==> config.mk <==
export PLATFORM = sky130hd
export DESIGN_NAME = status_cond_unit_flat
export DESIGN_NICKNAME = d
export VERILOG_FILES = /design/src/rtl/status_cond_unit_pkg.sv /design/src/rtl/status_cond_unit_if.sv /design/src/rtl/status_cond_unit_cond_eval.sv /design/src/rtl/status_cond_unit.sv /design/src/flat_wrapper.sv
export SDC_FILE = /design/constraint.sdc
export NUM_CORES = 1
export LEC_CHECK = 0
export CORE_MARGIN = 2
export CORE_UTILIZATION = 45
export DETAILED_ROUTE_END_ITERATION = 8
export HOLD_SLACK_MARGIN = 0.03
export MAX_ROUTING_LAYER = met4
export PLACE_DENSITY = 0.83
export SETUP_SLACK_MARGIN = 0.02
export SLEW_MARGIN = 20
export SYNTH_ARGS = -nofsm -noshare
export SYNTH_HDL_FRONTEND = slang
export SYNTH_SLANG_ARGS = --single-unit
==> constraint.sdc <==
create_clock -name clk -period 2.4 [get_ports clk]
set_input_delay 0.36 -clock clk [delete_from_list [all_inputs] [get_ports clk]]
set_output_delay 0.36 -clock clk [all_outputs]
set_load 0.02 [all_outputs]
==> src/rtl/status_cond_unit_pkg.sv <==
// Shared constants for the NZCV status unit: condition codes, flag bit
// positions and widths.
package status_pkg;

    localparam int unsigned FLAG_W  = 4;
    localparam int unsigned COND_W  = 4;
    localparam int unsigned COUNT_W = 8;

    localparam int unsigned FLAG_N = 3;
    localparam int unsigned FLAG_Z = 2;
    localparam int unsigned FLAG_C = 1;
    localparam int unsigned FLAG_V = 0;

    typedef enum logic [COND_W-1:0] {
        COND_EQ = 4'b0000,
        COND_NE = 4'b0001,
        COND_CS = 4'b0010,
        COND_CC = 4'b0011,
        COND_MI = 4'b0100,
        COND_PL = 4'b0101,
        COND_VS = 4'b0110,
        COND_VC = 4'b0111,
        COND_HI = 4'b1000,
        COND_LS = 4'b1001,
        COND_GE = 4'b1010,
        COND_LT = 4'b1011,
        COND_GT = 4'b1100,
        COND_LE = 4'b1101,
        COND_AL = 4'b1110,
        COND_NV = 4'b1111
    } cond_e;

endpackage

==> src/rtl/status_cond_unit_if.sv <==
// EXE/ID side bus of the status unit; master drives the pipeline inputs.
interface status_cond_if;
    import status_pkg::*;

    logic [FLAG_W-1:0]  statusIn;
    logic               exeValid;
    logic               sUpdate;
    logic               freeze;
    logic               flush;
    logic [COND_W-1:0]  cond;
    logic [FLAG_W-1:0]  statusOut;
    logic               carryOut;
    logic               condPass;
    logic [COUNT_W-1:0] updCount;

    modport master (
        output statusIn, exeValid, sUpdate, freeze, flush, cond,
        input  statusOut, carryOut, condPass, updCount
    );

    modport slave (
        input  statusIn, exeValid, sUpdate, freeze, flush, cond,
        output statusOut, carryOut, condPass, updCount
    );

endinterface

==> src/rtl/status_cond_unit_cond_eval.sv <==
// Combinational condition-code evaluator, shared with the ID stage.
module cond_eval
    import status_pkg::*;
(
    input  logic [COND_W-1:0] cond,
    input  logic [FLAG_W-1:0] flags,
    output logic              pass
);

    logic n, z, c, v;

    always_comb begin
        n    = flags[FLAG_N];
        z    = flags[FLAG_Z];
        c    = flags[FLAG_C];
        v    = flags[FLAG_V];
        pass = 1'b0;
        case (cond_e'(cond))
            COND_EQ: pass = z;
            COND_NE: pass = ~z;
            COND_CS: pass = c;
            COND_CC: pass = ~c;
            COND_MI: pass = n;
            COND_PL: pass = ~n;
            COND_VS: pass = v;
            COND_VC: pass = ~v;
            COND_HI: pass = c & ~z;
            COND_LS: pass = ~c | z;
            COND_GE: pass = (n == v);
            COND_LT: pass = (n != v);
            COND_GT: pass = ~z & (n == v);
            COND_LE: pass = z | (n != v);
            COND_AL: pass = 1'b1;
            COND_NV: pass = 1'b0;
            default: pass = 1'b0;
        endcase
    end

endmodule

==> src/rtl/status_cond_unit.sv <==
// Architectural NZCV register with EXE->ID flag bypass for condition
// evaluation and a debug count of committed flag updates.
module status_cond_unit
    import status_pkg::*;
(
    input  logic         clk,
    input  logic         rst,
    status_cond_if.slave bus
);

    logic [FLAG_W-1:0]  sr_q, sr_d;
    logic [COUNT_W-1:0] upd_count_q, upd_count_d;
    logic               commit_c;
    logic               bypass_c;
    logic [FLAG_W-1:0]  eff_flags_c;

    // Freeze stalls the commit but the ID stage still sees the in-flight flags.
    always_comb begin
        bypass_c    = bus.exeValid & bus.sUpdate & ~bus.flush;
        commit_c    = bypass_c & ~bus.freeze;
        eff_flags_c = bypass_c ? bus.statusIn : sr_q;
        sr_d        = sr_q;
        upd_count_d = upd_count_q;
        if (commit_c) begin
            sr_d        = bus.statusIn;
            upd_count_d = upd_count_q + COUNT_W'(1);
        end
    end

    always_ff @(posedge clk or negedge rst) begin
        if (!rst) begin
            sr_q        <= '0;
            upd_count_q <= '0;
        end else begin
            sr_q        <= sr_d;
            upd_count_q <= upd_count_d;
        end
    end

    cond_eval u_cond_eval (
        .cond  (bus.cond),
        .flags (eff_flags_c),
        .pass  (bus.condPass)
    );

    assign bus.statusOut = sr_q;
    assign bus.carryOut  = sr_q[FLAG_C];
    assign bus.updCount  = upd_count_q;

endmodule
==> src/flat_wrapper.sv <==
// flat-port wrapper written by rule: the top's interface ports become plain ports
module status_cond_unit_flat import status_pkg::*;
  (clk, rst, bus_statusIn, bus_exeValid, bus_sUpdate, bus_freeze, bus_flush, bus_cond, bus_statusOut, bus_carryOut, bus_condPass, bus_updCount);
  status_cond_if bus_i ();
  input  logic clk;
  input  logic rst;
  input wire logic [$bits(bus_i.statusIn)-1:0] bus_statusIn;
  input wire logic [$bits(bus_i.exeValid)-1:0] bus_exeValid;
  input wire logic [$bits(bus_i.sUpdate)-1:0] bus_sUpdate;
  input wire logic [$bits(bus_i.freeze)-1:0] bus_freeze;
  input wire logic [$bits(bus_i.flush)-1:0] bus_flush;
  input wire logic [$bits(bus_i.cond)-1:0] bus_cond;
  output wire logic [$bits(bus_i.statusOut)-1:0] bus_statusOut;
  output wire logic [$bits(bus_i.carryOut)-1:0] bus_carryOut;
  output wire logic [$bits(bus_i.condPass)-1:0] bus_condPass;
  output wire logic [$bits(bus_i.updCount)-1:0] bus_updCount;
  assign bus_i.statusIn = bus_statusIn;
  assign bus_i.exeValid = bus_exeValid;
  assign bus_i.sUpdate = bus_sUpdate;
  assign bus_i.freeze = bus_freeze;
  assign bus_i.flush = bus_flush;
  assign bus_i.cond = bus_cond;
  assign bus_statusOut = bus_i.statusOut;
  assign bus_carryOut = bus_i.carryOut;
  assign bus_condPass = bus_i.condPass;
  assign bus_updCount = bus_i.updCount;
  status_cond_unit u_core (.clk(clk), .rst(rst), .bus(bus_i));
endmodule
=== After elaboration in Yosys (flattened, before gate mapping) ===
Index checks and enable logic that the tools add are counted.

* $add $sub $neg: 1
* Eq/ne operators: 17
* Mux-type cells: 2
* Bitwise operators: 13
* Reductions and logical operators: 1

{| class="wikitable"
|+ Operator list
! kind !! count
|-
| 4-bit == test, second input constant || 8
|-
| 4-bit by 3-bit == test with 1-bit output, second input constant || 4
|-
| 1-bit one-hot mux with 16 select lines || 1
|-
| 8-bit by 1-bit adder with 8-bit output, second input constant || 1
|-
| 4-bit by 2-bit == test with 1-bit output, second input constant || 2
|-
| 1-bit inverter || 6
|-
| 1-bit bitwise AND || 5
|-
| 4-bit by 1-bit == test with 1-bit output, second input constant || 1
|-
| 4-bit zero test || 1
|-
| 4-bit two-way mux || 1
|-
| 1-bit bitwise OR || 2
|-
| 1-bit == test || 1
|-
| 1-bit inequality test || 1
|}

* Flip-flop bits (word level): 12

=== Logic depth before layout (Yosys ltp) ===
Gate-level depths: netlist of run 1.

* Depth in word-level cells: 6
* Depth in mapped cells: 6

=== Cells and area by module ===
From an unflattened synthesis of run 1, not the netlist that was laid out.

* Cell total of the unflattened synthesis: 64
* Area, all modules: 714.4 um^2

{| class="wikitable"
|+ By module, submodules not included
! module !! times used !! cells each !! area an instance (um^2) !! sequential area each (um^2)
|-
| status_cond_unit || 1 || 41 || 559.3 || 300.3
|-
| cond_eval || 1 || 23 || 155.1 || 0.0
|}

=== Worst setup path after synthesis of run 1 ===
OpenSTA, ideal clock, no wires.

* Path type: register to output
* Start: register u_core.sr_q[3], in the netlist u_core.bus.statusOut[3]
* End: output port bus_condPass
* Arrival time: 1786 ps
* Data required time: 2040 ps
* Path slack: 254 ps
* Cell stages (with the launch flop): 6
* Buffers on the path: 0
* Cells stage by stage: dfrtp_1 xnor2_1 mux2_2 a221o_1 a21o_1 a32oi_1

* Word-level cells in the longest chain between the ends: 4
* Elaborated cells on any way between the ends: 7

{| class="wikitable"
|+ Ends and longest elaborated chain
! item !! RTL line !! RTL
|-
| from (decl) || status_cond_unit.sv:11 || <nowiki>logic [FLAG_W-1:0] sr_q, sr_d;</nowiki>
|-
| from (signal assigned) || status_cond_unit.sv:35 || <nowiki>sr_q <= sr_d;</nowiki>
|-
| 4-bit two-way mux * || status_cond_unit.sv:21 || <nowiki>eff_flags_c = bypass_c ? bus.statusIn : sr_q;</nowiki>
|-
| 1-bit inequality test or 1-bit == test (tied branches) || n/a ||
|-
| 1-bit bitwise OR or 1-bit bitwise AND (tied branches) || status_cond_unit_cond_eval.sv:32, status_cond_unit_cond_eval.sv:31 ||
|-
| 1-bit one-hot mux with 16 select lines * || status_cond_unit_cond_eval.sv:18 || <nowiki>case (cond_e'(cond))</nowiki>
|-
| to (decl) || flat_wrapper.sv:15 || <nowiki>output wire logic [$bits(bus_i.condPass)-1:0] bus_condPass;</nowiki>
|}

Every way passes the cells marked *; elsewhere a longest branch is shown, timed or not.

=== Final worst setup path of run 1 ===
* Start: input port bus_cond[1]
* End: output port bus_condPass

* Word-level cells in the longest chain between the ends: 2
* Elaborated cells on any way between the ends: 17

{| class="wikitable"
|+ Ends and longest elaborated chain
! item !! RTL line !! RTL
|-
| from (decl) || flat_wrapper.sv:12 || <nowiki>input wire logic [$bits(bus_i.cond)-1:0] bus_cond;</nowiki>
|-
| 4-bit == test (tied with other cells) || status_cond_unit_cond_eval.sv:18 ||
|-
| 1-bit one-hot mux with 16 select lines * || status_cond_unit_cond_eval.sv:18 ||
|}

Marked as above.

==> run metrics, run 1 <==
outcome=complete, no violations; clk buf depth=2; port buffer count=27; f_max=429.0 MHz; Worst Setup Start Kind=input port; initial antenna violation count=0; fillers=124; clk root buf=clkbuf_4; type of the worst min-delay path=in -> async; die footprint=1898 um^2; Yosys reg bits=12; Inserted Diodes=0; routability cong.=0.8051; minimum clock period=2.331 ns; Vias=592; Num CTS Buffers=3; largest net degree at the start of global routing=13; clk_lat worst skew=0.26 ns; Critical Path AT=1.97 ns; layout net count=113; Die Y=43.57 um; Die X=43.57 um; area added between synthesis and finish=50.98%; Pleak=0.4941 nW; YS warnings=0; Routed Antenna Nets=0; Initial Util=47.31%; global-route wire length before repair=2704 um; RSZ-0062 raised after global routing=true; Mean Syn Cell Area=11.74 um^2; share of cells above drive strength 1=25.00%; Tot Pwr=0.7700 mW; Synth Instances=60; Worst Path Max Fanout=2; Worst Setup End Kind=output pin; clk slew on worst S/H paths=0.06 ns; DR iter-0 viols=9; DRC violations left=0; gr ovfl total=0; Slew Limit Fails=0; TritonCTS Sinks=12; H-tree depth=1; routed wire length per instance=13.90 um; CP max-delay cell=clkdlybuf4s50_1; Critical Path RT=2.04 ns; # IOs=28; DR vias/cell=5.286; share of the synthesized area in the top cell type=42.63%; final wirelength=1557 um; Critical Path Max Stage Delay=0.52 ns; period utilization=97.12%; Syn Nets=75; core area=1489 um^2; Max-cap violations=0; worst path cell trace=clkdlybuf4s50_1 > mux4_2 > xnor2_1 > nand2_1 > a32oi_1 > buf_4; sequential fraction of the synthesis area=42.63%; Post-DP HPWL=1254 um; synth unique cells=23; register area=300.3 um^2; worst vdd ir=0.5501 mV; Power Density=724.0 nW/um^2; Pre-antenna DRT Iters=4; Placement Rows=14; GRT Overall Usage=19.78%; critical path class=in -> out; cell area after synthesis=704.4 um^2; number of global-route vias before repair=624; Worst-Margin Slew=0.5132 ns; Final Skew=0.0002316 ns; TNS Setup=0 ns; area of the multi-input gates=387.9 um^2; final hold vios=0; Synth area leader=dfrtp_1; final setup fails=0; TritonCTS clock tree=yes; Slew Limit Headroom=65.68%; synth top area cells=dfrtp_1 (43%), xnor2_1 (12%), mux2_2 (9.6%), mux4_1 (3.7%), mux4_2 (3.2%)
[cell usage in the layout (no fill, tap or decap), drive strengths merged, types with 3 or more instances in the layout]
cell / netlist / final
clkbuf: 0 / 3
xnor2: 10 / 10
nand4: 3 / 3
mux2: 6 / 6
nand2: 6 / 6
dlygate4sd2: 0 / 7
dfrtp: 12 / 12
inv: 3 / 3
clkdlybuf4s50: 0 / 18
buf: 2 / 9
[layout make-up]
class                      instances  area share (%)
multi-input combinational         43           36.47
timing repair buffer              35           30.24
sequential                        12           28.24
clock buffer                       3           2.118
tap                               16           1.882
inverter                           3           1.059
[cell usage after synthesis]
cell	instances
a21o_1	1
a32oi_1	1
mux4_1	1
nand2_1	6
inv_1	3
mux2i_1	1
mux2_2	6
dfrtp_1	12
a21oi_1	1
and2_1	1
nand3b_4	1
mux4_2	1
ha_1	1
nand4_1	3
o21ai_0	1
nand3_1	2
buf_4	2
a221o_1	1
xnor2_1	10
xor2_1	1
and3_1	2
nor2_1	1
and4bb_2	1
[where the power goes]
part	total (mW)	internal (mW)	switching, mW
registers	0.303	0.248	0.0557
clock network	0.113	0.0578	0.0550
logic	0.354	0.198	0.156
[metal layers]
metal / vias to the layer above / GRT usage [%] / share of wire, %
li1: 286 / - / -
met1: 281 / 26.16 / 44
met2: 25 / 32.06 / 52
met3: 0 / 2.500 / 4.3
met4: 0 / 5.455 / 0
met5: - / - / 0
[registers in the layout, indices dropped and copies added, names as in the netlist]
name / cells
u_core.bus.updCount: 8
u_core.bus.statusOut: 4
[critical path: cells and delay by family]
| family | cells | cell delay, ns |
|---|---|---|
| buffers and inverters | 2 | 0.69 |
| AOI/OAI and AO/OA | 1 | 0.17 |
| xor gates and xnor gates | 1 | 0.15 |
| muxes | 1 | 0.52 |
| and+or+nand+nor | 1 | 0.08 |
[through the flow]
step | setup slack, ns | std cells | util (%) | area, um^2 | hold slack, ns
after detailed placement | -0.5641 | 108 | 69.33 | 1032 | 0.4651
final | 0.06910 | 112 | 71.43 | 1064 | 0.4427
after global routing | -0.01731 | 112 | 71.43 | 1064 | 0.4661
after global placement | -0.4861 | 108 | 69.33 | 1032 | 0.4661
after CTS | 0.05412 | 112 | 71.26 | 1061 | 0.4624
after floorplan | 0.2537 | 60 | - | 704.4 | 0.06441
[path summary, 6_finish.rpt]
path / from / endpoint / slack [ns] / cells after the start
max in group asynchronous: rst / u_core.bus.updCount[1] / 1.62 / 1
hold reg to reg: u_core.bus.updCount[7] / u_core.bus.updCount[7] / 0.47 / 1
min in group clk: bus_statusIn[1] / u_core.bus.statusOut[1] / 0.46 / 2
setup reg to reg: u_core.bus.updCount[2] / u_core.bus.updCount[7] / 1.24 / 4
hold / removal: rst / u_core.bus.updCount[7] / 0.44 / 1
setup / recovery: bus_cond[1] / bus_condPass / 0.07 / 6
[kinds of logic (layout without fill, tap and decap cells)]
family | Yosys count | count (layout) | share of synthesized area [%]
compound gates | 5 | 5 | 5.150
xor+xnor | 11 | 11 | 13.68
fa+ha+maj | 1 | 1 | 1.776
buf+inv | 5 | 41 | 3.729
flops | 12 | 12 | 42.63
mux | 9 | 9 | 17.94
simple gates | 17 | 17 | 15.10
[timing repair]
action / CTS / global route
pin swaps: 6 / 2
buffers inserted: 1 / 0
hold buffers: 0 / 0
gates resized for setup: 17 / 1
setup endpoints to repair: 1 / 1
(Power assumes the default switching activity.)
==> inputs of run 2 (changes only) <==
--- a/config.mk
+++ b/config.mk
@@ -7,6 +7,7 @@
 export LEC_CHECK = 0
 export CORE_MARGIN = 2
 export CORE_UTILIZATION = 45
+export CTS_CLUSTER_SIZE = 14
 export DETAILED_ROUTE_END_ITERATION = 8
 export HOLD_SLACK_MARGIN = 0.03
 export MAX_ROUTING_LAYER = met4
==> results of run 2 <==
No change in the layout: final DEF, timing and power equal those of run 1.
==> inputs of run 3 (changes only) <==
--- a/config.mk
+++ b/config.mk
@@ -5,13 +5,15 @@
 export SDC_FILE = /design/constraint.sdc
 export NUM_CORES = 1
 export LEC_CHECK = 0
+export CELL_PAD_IN_SITES_DETAIL_PLACEMENT = 1
+export CELL_PAD_IN_SITES_GLOBAL_PLACEMENT = 1
 export CORE_MARGIN = 2
-export CORE_UTILIZATION = 45
+export CORE_UTILIZATION = 34
 export CTS_CLUSTER_SIZE = 14
 export DETAILED_ROUTE_END_ITERATION = 8
 export HOLD_SLACK_MARGIN = 0.03
 export MAX_ROUTING_LAYER = met4
-export PLACE_DENSITY = 0.83
+export PLACE_DENSITY = 0.82
 export SETUP_SLACK_MARGIN = 0.02
 export SLEW_MARGIN = 20
 export SYNTH_ARGS = -nofsm -noshare
==> run 3 against run 2 <==
Effect of this change: global-route usage is 2.7 points lower; clock skew is 0.0046 ns higher; non-clock buffer count is 2 higher; register-to-register slack worse by 0.06 ns; largest power group unchanged; largest cell class unchanged; clock power is 37% higher; combinational power is 7.6% higher; clock-buffer cell count is 1 higher; critical path depth stayed put; critical path type unchanged; highest routed layer unchanged; die area is 29% higher; final area is 3.8% higher.
==> run metrics, run 3 (synthesized netlist as in run 1, its figures left out) <==
outcome=complete, no violations; DR vias/cell=4.849; Die Y=49.52 um; H-tree depth=1; type of the worst min-delay path=in -> async; Vias=611; clk slew on worst S/H paths=0.07 ns; Initial Util=35.91%; Post-DP HPWL=1513 um; clk buf depth=2; commonest non-fill, non-tap cell in the layout=clkdlybuf4s50_1; Critical Path Max Stage Delay=0.54 ns; # IOs=28; critical path class=in -> out; Routed Antenna Nets=0; die footprint=2452 um^2; placed cells=120; worst setup path startpoint=bus_cond[1]; global-route wire length before repair=3139 um; Critical R2R Launch=u_core.bus.updCount[2]; Slew Limit Headroom=65.40%; utilization after layout=56.25%; Worst-Margin Slew=0.5174 ns; period utilization=97.33%; Die X=49.52 um; Max-cap violations=0; port buffer count=27; core area=1962 um^2; final hold vios=0; Final Non-Filler Cells=126; CP max-delay cell=mux4_2; clk root buf=clkbuf_4; layout net count=115; initial antenna violation count=0; routability cong.=0.6754; fillers=231; final setup fails=0; Largest register FFs=8; worst path cell trace=clkdlybuf4s50_1 > mux4_2 > xnor2_1 > nand2_1 > a32oi_1 > buf_4; final wirelength=1926 um; TritonCTS clock tree=yes; GRT Overall Usage=17.12%; Worst Setup End Kind=output pin; routed wire length per instance=15.29 um; share of cells above drive strength 1=27.27%; commonest cells after routing, fill and taps aside=clkdlybuf4s50_1 (19), dfrtp_1 (12), buf_4 (11); RSZ-0062 raised after global routing=true; minimum clock period=2.336 ns; TritonCTS Sinks=12; Worst Path Max Fanout=2; gr ovfl total=0; f_max=428.1 MHz; Final Skew=0.004858 ns; largest net degree at the start of global routing=13; Tot Pwr=0.8448 mW; Pre-antenna DRT Iters=4; clk_lat worst skew=0.27 ns; DRC violations left=0; Placement Rows=16; number of global-route vias before repair=697; DR iter-0 viols=2; Worst Setup Start Kind=input port; Critical Path AT=1.98 ns; Critical Path RT=2.04 ns; Power Density=765.5 nW/um^2; Slew Limit Fails=0; area added between synthesis and finish=56.66%; Pleak=0.5018 nW; CTS Hold Buffers Added=0; worst vdd ir=0.5762 mV; Num CTS Buffers=3; Inserted Diodes=0
==> run 3: cell types whose count changed in the layout (fill, tap and decap cells not counted) <==
cell | previous run | this run
buf_4 | 9 | 11
clkbuf_8 | 0 | 1
dlymetal6s2s_1 | 1 | 0
clkdlybuf4s50_1 | 18 | 19
==> run 3: worst max-delay path, delay by kind of cell <==
kind | cells | cell delay, ns
AOI/OAI and AO/OA | 1 | 0.15
muxes | 1 | 0.54
xor gates and xnor gates | 1 | 0.17
and+or+nand+nor | 1 | 0.07
buffers and inverters | 2 | 0.69
==> run 3: area by class of cell <==
class	count	area [um^2]	share of cell area [%]
multi-input combinational	43	387.9	35.15
inverter	3	11.26	1.020
clock buffer	4	36.28	3.288
sequential	12	300.3	27.21
timing repair buffer	37	334.1	30.27
tap	27	33.78	3.061
==> run 3: path summary, 6_finish.rpt <==
path,slack (ns),endpoint,cells past startpoint
setup / recovery,0.06,bus_condPass,6
hold / removal,0.43,u_core.bus.updCount[1],1
setup reg to reg,1.18,u_core.bus.updCount[7],4
hold reg to reg,0.47,u_core.bus.updCount[7],1
max in group asynchronous,1.62,u_core.bus.statusOut[3],1
min in group clk,0.47,u_core.bus.updCount[7],1
==> run 3: through the flow <==
step	TNS (ns)	area, um^2	hold slack [ns]	setup slack, ns
final	0	1104	0.4295	0.06398
after global placement	-0.4755	1054	0.4634	-0.4755
after floorplan	0	704.4	0.06441	0.2537
after CTS	0	1081	0.4496	0.04660
after global routing	-0.04168	1104	0.4519	-0.04168
after detailed placement	-0.5348	1054	0.4624	-0.5348
==> run 3: where the power goes <==
group          switching [mW]  internal, mW
Sequential             0.0610         0.247
Clock                  0.0633        0.0921
Combinational           0.165         0.216
Total                   0.290         0.555
==> run 3: what timing repair did <==
action,4_1_cts,5_1_grt
resized for setup,14,3
setup endpoints to repair,1,1
gates cloned,0,0
setup buffers,0,2
hold endpoints to repair,0,0
pin swaps,6,4
==> run 3: metal layers <==
layer / global-route usage (%) / wire [um] / up-vias
li1: - / - / 289
met1: 19.57 / 769 / 301
met2: 30.86 / 1086 / 21
met3: 2.424 / 69 / 0
met4: 5.556 / 0 / 0
met5: - / 0 / -
